==> config.mk <==
export PLATFORM = sky130hd
export DESIGN_NAME = fetch_pc_unit
export DESIGN_NICKNAME = d
export VERILOG_FILES = /design/src/rtl/fetch_pc_unit.sv
export SDC_FILE = /design/constraint.sdc
export NUM_CORES = 1
export LEC_CHECK = 0
export CAP_MARGIN = 30
export CORE_AREA = 4 4 172 124
export CTS_BUF_LIST = sky130_fd_sc_hd__clkbuf_8
export DETAILED_ROUTE_END_ITERATION = 10
export DIE_AREA = 0 0 176 128
export HOLD_SLACK_MARGIN = 0.08
export PLACE_DENSITY_LB_ADDON = 0.25
export SLEW_MARGIN = 20
export SYNTH_ARGS = -nofsm -noshare
export SYNTH_HDL_FRONTEND = slang
export SYNTH_SLANG_ARGS = --single-unit
==> constraint.sdc <==
create_clock -name clk_i -period 5.3 [get_ports clk_i]
set_input_delay 1.59 -clock clk_i [delete_from_list [all_inputs] [get_ports clk_i]]
set_output_delay 1.59 -clock clk_i [all_outputs]
set_load 0.02 [all_outputs]
==> src/rtl/fetch_pc_unit.sv <==
// Instruction-fetch stage: owns the PC, fetches over imem req/ack and hands words to decode.
// Define FETCH_PERF_EN to add the stall_cnt_o performance counter (and its CNT_W parameter).
module fetch_pc_unit #(
    parameter logic [31:0] RESET_PC = 32'h0000_0000
`ifdef FETCH_PERF_EN
    , parameter int unsigned CNT_W = 16
`endif
) (
    input  logic        clk_i,
    input  logic        rst_i,
    output logic        imem_req_o,
    output logic [31:0] imem_addr_o,
    input  logic        imem_ack_i,
    input  logic [31:0] imem_instr_i,
    output logic        id_valid_o,
    input  logic        id_ready_i,
    output logic [31:0] id_instr_o,
    output logic [31:0] id_pc4_o,
    input  logic        br_taken_i,
    input  logic [15:0] br_imm_i,
    input  logic        jump_i,
    input  logic [25:0] jump_idx_i,
    input  logic        jr_i,
    input  logic [31:0] jr_addr_i,
    input  logic        flush_i,
    input  logic [31:0] flush_pc_i,
    output logic        misalign_o
`ifdef FETCH_PERF_EN
    , output logic [CNT_W-1:0] stall_cnt_o
`endif
);

    typedef enum logic [1:0] {IDLE, FETCH, HOLD, KILL} state_t;

    state_t      state_q;
    logic [31:0] pc_q;
    logic [31:0] kill_addr_q;

    logic [31:0] flush_tgt;
    logic [31:0] br_tgt;
    logic [31:0] jump_tgt;
    logic [31:0] jr_tgt;
    logic [31:0] redir_tgt;

    assign flush_tgt = {flush_pc_i[31:2], 2'b00};
    assign br_tgt    = id_pc4_o + {{14{br_imm_i[15]}}, br_imm_i, 2'b00};
    assign jump_tgt  = {id_pc4_o[31:28], jump_idx_i, 2'b00};
    assign jr_tgt    = {jr_addr_i[31:2], 2'b00};

    always_comb begin
        redir_tgt = pc_q;
        if (jr_i) begin
            redir_tgt = jr_tgt;
        end else if (jump_i) begin
            redir_tgt = jump_tgt;
        end else if (br_taken_i) begin
            redir_tgt = br_tgt;
        end
    end

    // KILL keeps presenting the abandoned address until memory retires it.
    assign imem_addr_o = (state_q == KILL) ? kill_addr_q : pc_q;

    always_ff @(posedge clk_i or posedge rst_i) begin
        if (rst_i) begin
            state_q     <= IDLE;
            pc_q        <= RESET_PC;
            kill_addr_q <= RESET_PC;
            imem_req_o  <= 1'b0;
            id_valid_o  <= 1'b0;
            id_instr_o  <= '0;
            id_pc4_o    <= '0;
            misalign_o  <= 1'b0;
        end else begin
            misalign_o <= 1'b0;
            if (flush_i) begin
                pc_q       <= flush_tgt;
                id_valid_o <= 1'b0;
                imem_req_o <= 1'b1;
                misalign_o <= |flush_pc_i[1:0];
                case (state_q)
                    FETCH: begin
                        if (!imem_ack_i) begin
                            kill_addr_q <= pc_q;
                            state_q     <= KILL;
                        end
                    end
                    KILL: begin
                        if (imem_ack_i) begin
                            state_q <= FETCH;
                        end
                    end
                    default: state_q <= FETCH;
                endcase
            end else begin
                case (state_q)
                    IDLE: begin
                        state_q    <= FETCH;
                        imem_req_o <= 1'b1;
                    end
                    FETCH: begin
                        if (imem_ack_i) begin
                            id_instr_o <= imem_instr_i;
                            id_pc4_o   <= pc_q + 32'd4;
                            pc_q       <= pc_q + 32'd4;
                            id_valid_o <= 1'b1;
                            imem_req_o <= 1'b0;
                            state_q    <= HOLD;
                        end
                    end
                    HOLD: begin
                        if (id_ready_i) begin
                            pc_q       <= redir_tgt;
                            misalign_o <= jr_i & (|jr_addr_i[1:0]);
                            id_valid_o <= 1'b0;
                            imem_req_o <= 1'b1;
                            state_q    <= FETCH;
                        end
                    end
                    KILL: begin
                        if (imem_ack_i) begin
                            state_q <= FETCH;
                        end
                    end
                    default: state_q <= IDLE;
                endcase
            end
        end
    end

`ifdef FETCH_PERF_EN
    always_ff @(posedge clk_i or posedge rst_i) begin
        if (rst_i) begin
            stall_cnt_o <= '0;
        end else if (((imem_req_o & ~imem_ack_i) | (id_valid_o & ~id_ready_i))
                     && (stall_cnt_o != '1)) begin
            stall_cnt_o <= stall_cnt_o + CNT_W'(1);
        end
    end
`endif

endmodule

### After elaboration in Yosys (flattened, before gate mapping)

Cells that the tools add are included.

* bits in registers: 133
* bits in latches: 0
* bits in writable memories: 0
* bits in read-only memories: 0
* input bits: 146
* output and inout port bits: 99
* logic and storage cells: 57
* memories: 0

* add/subtract/negate cells: 2
* $mul: 0
* div/mod/pow operators: 0
* order comparisons: 0
* eq/ne operators: 7
* shift operators: 0
* muxes and demuxes: 26
* bitwise gates (word level): 3
* reductions and logical operators: 11

Operators with widths (number)
* $mux 32: 7
* $pmux 32 s2: 1
* $add 32x3->32 const B: 1
* $add 32x32->32: 1
* $reduce_and 3->1: 5
* $mux 2: 5
* $mux 1: 9
* $ne 3x3->1 const B: 3
* $pmux 2 s4: 1
* $ne 5x5->1 const B: 1
* $eq 2x2->1 const B: 2
* $pmux 2 s2: 1
* $reduce_and 4->1: 1
* $reduce_bool 4->1: 1
* $reduce_or 2->1: 2
* $pmux 1 s3: 1
* $reduce_bool 3->1: 1
* $eq 2x1->1 const B: 1
* $logic_not 2->1: 1
* $not 1->1: 2
* $pmux 1 s2: 1
* $and 1x1->1: 1

### Depth between registers and ports, before layout

Gate-level depths: netlist of the first run.

* depth after elaboration: 7
* depth in mapped cells: 12
* mapped depth without buffers: 10

### Least setup slack after synthesis of the first run

Ideal clock, no wire load.

* path type: input to register
* start point: in br_imm_i[10]
* end point: reg pc_q[31]
* library setup time: 0.126 ns
* arrival: 3.816 ns
* required time: 5.174 ns
* slack: 1.358 ns
* stages on the path: 9
* path buffers: 0
* cells stage by stage: ha_1 -> and3_1 -> and3_1 -> a22oi_1 -> nand2_1 -> a2111oi_1 -> nor3_1 -> a311o_1 -> a311o_1

* cells in the longest elaborated chain, start to end: 7

Ends and longest elaborated chain
* start: declaration: RTL line 20 `input logic [15:0] br_imm_i,`
* $add 32x32->32: RTL line 46 `assign br_tgt = id_pc4_o + {{14{br_imm_i[15]}}, br_imm_i, 2'b00};`
* $mux 32: RTL line 56 `end else if (br_taken_i) begin`
* $mux 32: RTL line 54 `end else if (jump_i) begin`
* $mux 32: RTL line 52 `if (jr_i) begin`
* $mux 32: RTL line 112 `if (id_ready_i) begin`
* $pmux 32 s2: RTL line 96 `case (state_q)`
* $mux 32: RTL line 76 `if (flush_i) begin`
* end signal: assignment: RTL line 77 `pc_q <= flush_tgt;`
* end signal: assignment: RTL line 105 `pc_q <= pc_q + 32'd4;`
* end signal: assignment: RTL line 113 `pc_q <= redir_tgt;`
* end: declaration: RTL line 36 `logic [31:0] pc_q;`

Every way passes these cells. The select of a mux whose other input is x is not followed.
A chain may end at the register's enable or synchronous reset.

### Final worst setup path of the first run

* start point: in br_imm_i[0]
* end point: reg pc_q[22]

The elaborated chain is that of the path after synthesis.

==> results of run 1 <==
power breakdown:
| group | internal (W) | switching (W) | total (W) |
|---|---|---|---|
| clock network | 0.000347 | 0.000469 | 0.000816 |
| registers | 0.00148 | 0.000523 | 0.00200 |
| logic | 0.00191 | 0.00227 | 0.00418 |
| total | 0.00374 | 0.00327 | 0.00700 |
synthesized netlist by cell type, types with 6 or more instances:
library cell | number | share of area
mux2i_1 | 8 | 0.0092
a211oi_1 | 13 | 0.011
and3_1 | 15 | 0.011
nor3_1 | 12 | 0.0069
a21o_1 | 11 | 0.0095
xor2_1 | 18 | 0.018
nand4_1 | 7 | 0.0050
dfrtp_1 | 133 | 0.38
nand2b_1 | 9 | 0.0065
nor2_1 | 51 | 0.022
ha_1 | 35 | 0.050
o211ai_1 | 14 | 0.012
clkbuf_1 | 43 | 0.019
nand3_1 | 24 | 0.014
o21ai_0 | 108 | 0.062
nand2_1 | 119 | 0.051
a22oi_1 | 8 | 0.0069
mux2_2 | 86 | 0.11
inv_1 | 22 | 0.0095
or3_1 | 6 | 0.0043
a31oi_1 | 8 | 0.0057
xnor2_1 | 29 | 0.029
a21oi_1 | 59 | 0.034
cell usage in the layout, fill, tap and decap left out, types with 18 or more instances in the layout:
cell type / n
ha_1: 35
xnor2_1: 29
o21ai_0: 108
buf_4: 21
clkbuf_8: 18
clkdlybuf4s50_1: 243
mux2_2: 86
a21oi_1: 59
dfrtp_1: 133
nor2_1: 51
nand2_1: 119
xor2_1: 18
inv_1: 21
nand3_1: 23
worst min-delay path, delay by kind of cell, from the launching register on:
kind | cells | cell delay, ns
flip-flops | 1 | 0.35
AND/OR/NAND/NOR | 1 | 0.04
AO/OA/AOI/OAI | 1 | 0.06
cell families after synthesis:
logic type	after synthesis	synth area share
XOR/XNOR	47	0.0472
flip-flops	133	0.382
AND/OR/NAND/NOR	270	0.148
multiplexers	94	0.120
buffers and inverters	82	0.0419
adder cells (fa/ha/maj)	36	0.0525
AO/OA/AOI/OAI	288	0.208
final cells by class:
cell class | instances | area [um2]
tap | 270 | 338
clock buffer | 18 | 248
sequential | 133 | 3330
multi-input combinational | 735 | 5040
fill | 1708 | 7830
inverter | 25 | 98.8
clock inverter | 13 | 111
timing repair buffer | 265 | 2590
stage by stage:
stage,worst slack [ns],std cells,hold WS (ns),power (W),area [um2]
CTS,0.768,1459,0.494,0.00697,11800
finish,0.671,1459,0.490,0.00700,11800
floorplan,0.156,950,0.450,0.00442,8720
detailed placement,0.303,1428,0.475,0.00612,11400
global placement,0.270,1428,0.463,0.00608,11400
global route,0.547,1459,0.513,0.00747,11800
layer usage:
layer | vias up | global-route usage
met2 | 401 | 0.376
met5 | - | 0
met4 | 2 | 0.0486
met3 | 30 | 0.110
met1 | 4025 | 0.411
li1 | 3920 | -
final timing paths:
| check | endpoint | slack [ns] | depth (start not counted) |
|---|---|---|---|
| min in group asynchronous | pc_q[5]$_DFFE_PP0P_ | 1.69 | 2 |
| worst max-delay path | pc_q[22]$_DFFE_PP0P_ | 0.67 | 12 |
| worst min register to register | kill_addr_q[13]$_DFFE_PP0P_ | 0.49 | 2 |
| worst max register to register | pc_q[22]$_DFFE_PP0P_ | 1.80 | 11 |
| worst min-delay path | kill_addr_q[13]$_DFFE_PP0P_ | 0.49 | 2 |
| max in group asynchronous | pc_q[20]$_DFFE_PP0P_ | 2.76 | 3 |
state kept, by name (all words and copies together), names as in the netlist:
signal / count
pc_q: 32
kill_addr_q: 32
id_instr_o: 32
state_q: 2
misalign_o: 1
id_pc4_o: 32
id_valid_o: 1
imem_req_o: 1
==> flow_metrics.env, run 1 <==
export IMPL_outcome="completed"
export IMPL_clk_path_buf_depth=2
export IMPL_wl_um=31100
export IMPL_synth_edff_count=0
export IMPL_critPathBufInv=2
export IMPL_cts_sinks=133
export IMPL_setup_worst_path_start="br_imm_i[0]"
export IMPL_die_area_mm2=0.0225
export IMPL_skew_ns=0.0204
export IMPL_num_vias=8378
export IMPL_powerDensity_mw_per_mm2=595
export IMPL_gp_congestion=0.915
export IMPL_slew_violations=0
export IMPL_cts_buffers=17
export IMPL_critical_path_peak_fanout=4
export IMPL_die_w_um=176
export IMPL_hpwlAfterDp_um=23700
export IMPL_fin_tns_setup_ns=0
export IMPL_rows=43
export IMPL_worstPathRequired_ns=5.64
export IMPL_worst_slew_pin_slew_ns=0.877
export IMPL_grtUsageTotal=0.274
export IMPL_synth_warnings=0
export IMPL_ys_ff_latch=133
export IMPL_area_growth_pct=34.8
export IMPL_drcViolationCount=0
export IMPL_r2r_start="id_pc4_o[2]$_DFFE_PP0P_"
export IMPL_ys_seq_area_frac=0.382
export IMPL_synthDistinctLibCells=73
export IMPL_synthCells=950
export IMPL_power_leakage_nw=4.88
export IMPL_min_from="kill_addr_q[13]$_DFFE_PP0P_"
export IMPL_core_mm2=0.0196
export IMPL_critPathTopFamily="compound AO/OA/AOI/OAI gates"
export IMPL_grt_pass1_wl_um=47400
export IMPL_dr_wl_met3_um=3930
export IMPL_cp_end_kind="flop"
export IMPL_ctsHtreeMaxLevel=4
export IMPL_antenna_cells=0
export IMPL_relSlewSlack=0.400
export IMPL_grt_start_max_net_pins=91
export IMPL_crit_chain="clkdlybuf4s50_1 -> ha_1 -> fa_1 -> a21oi_1 -> o211ai_1 -> a21oi_1 -> a211oi_1 -> nor2_1 -> o21ai_0 -> a2111oi_0 -> buf_4 -> o31ai_1"
export IMPL_path_class="in2reg"
export IMPL_clkLatencyLatePin_ns=0.47
export IMPL_cts_root_buf="clkbuf_8"
export IMPL_first_iter_violations=945
export IMPL_cts_tree="yes"
export IMPL_clkTransAtPathRegs_ns=0.09
export IMPL_grt_pass1_vias=8105
export IMPL_ios=245
export IMPL_nNetsFinal=1359
export IMPL_port_buffers=244
export IMPL_syn_area_mm2=0.00872
export IMPL_holdCritPathClass="reg2reg"
export IMPL_syn_avg_cell_area_um2=9.18
export IMPL_maxCapViolCount=0
export IMPL_rsz0062_at_grt="no"
export IMPL_async_reset_ff_frac=1.00
export IMPL_synthesis_nets=1132
export IMPL_cts_repair_resized=0
export IMPL_cts_hold_buffers_added=0
export IMPL_startpoint_type="input port"
export IMPL_globalRoute_totalOverflow=0
export IMPL_dr_max_layer_used="met5"
export IMPL_die_y_um=128
export IMPL_viasPerCell=5.74
export IMPL_dr_wl_met2_um=12500
export IMPL_first_pass_iters=5
export IMPL_period_minus_slack_ns=4.63
export IMPL_fin_util=0.600
export IMPL_setup_violations_final=0
export IMPL_arrival_ns=4.97
export IMPL_fmax_mhz=216
export IMPL_crit_top_cell="a21oi_1"
export IMPL_post_cts_buffers=0
export IMPL_slowest_stage="a2111oi_0"
export IMPL_cp_slowest_stage_delay_ns=0.78
export IMPL_post_drt_wl_per_cell_um=21.3
export IMPL_fin_crit_sh=0.873
export IMPL_hold_violations=0
export IMPL_wl_met1_um=14300
export IMPL_antenna_found_initial=1
export IMPL_start_util=0.445
export IMPL_drive_above_1_share=0.135
export IMPL_peakVddDrop_uv=392
export IMPL_final_antenna_net_count=0
export IMPL_synth_flop_cell="dfrtp_1"
Power figures use the tool's default switching activity.
==> inputs of run 2 (changes only) <==
--- a/config.mk
+++ b/config.mk
@@ -5,7 +5,7 @@
 export SDC_FILE = /design/constraint.sdc
 export NUM_CORES = 1
 export LEC_CHECK = 0
-export CAP_MARGIN = 30
+export CAP_MARGIN = 20
 export CORE_AREA = 4 4 172 124
 export CTS_BUF_LIST = sky130_fd_sc_hd__clkbuf_8
 export DETAILED_ROUTE_END_ITERATION = 10
==> results of run 2 <==
Final layout, timing and power as in run 1 (identical DEF).
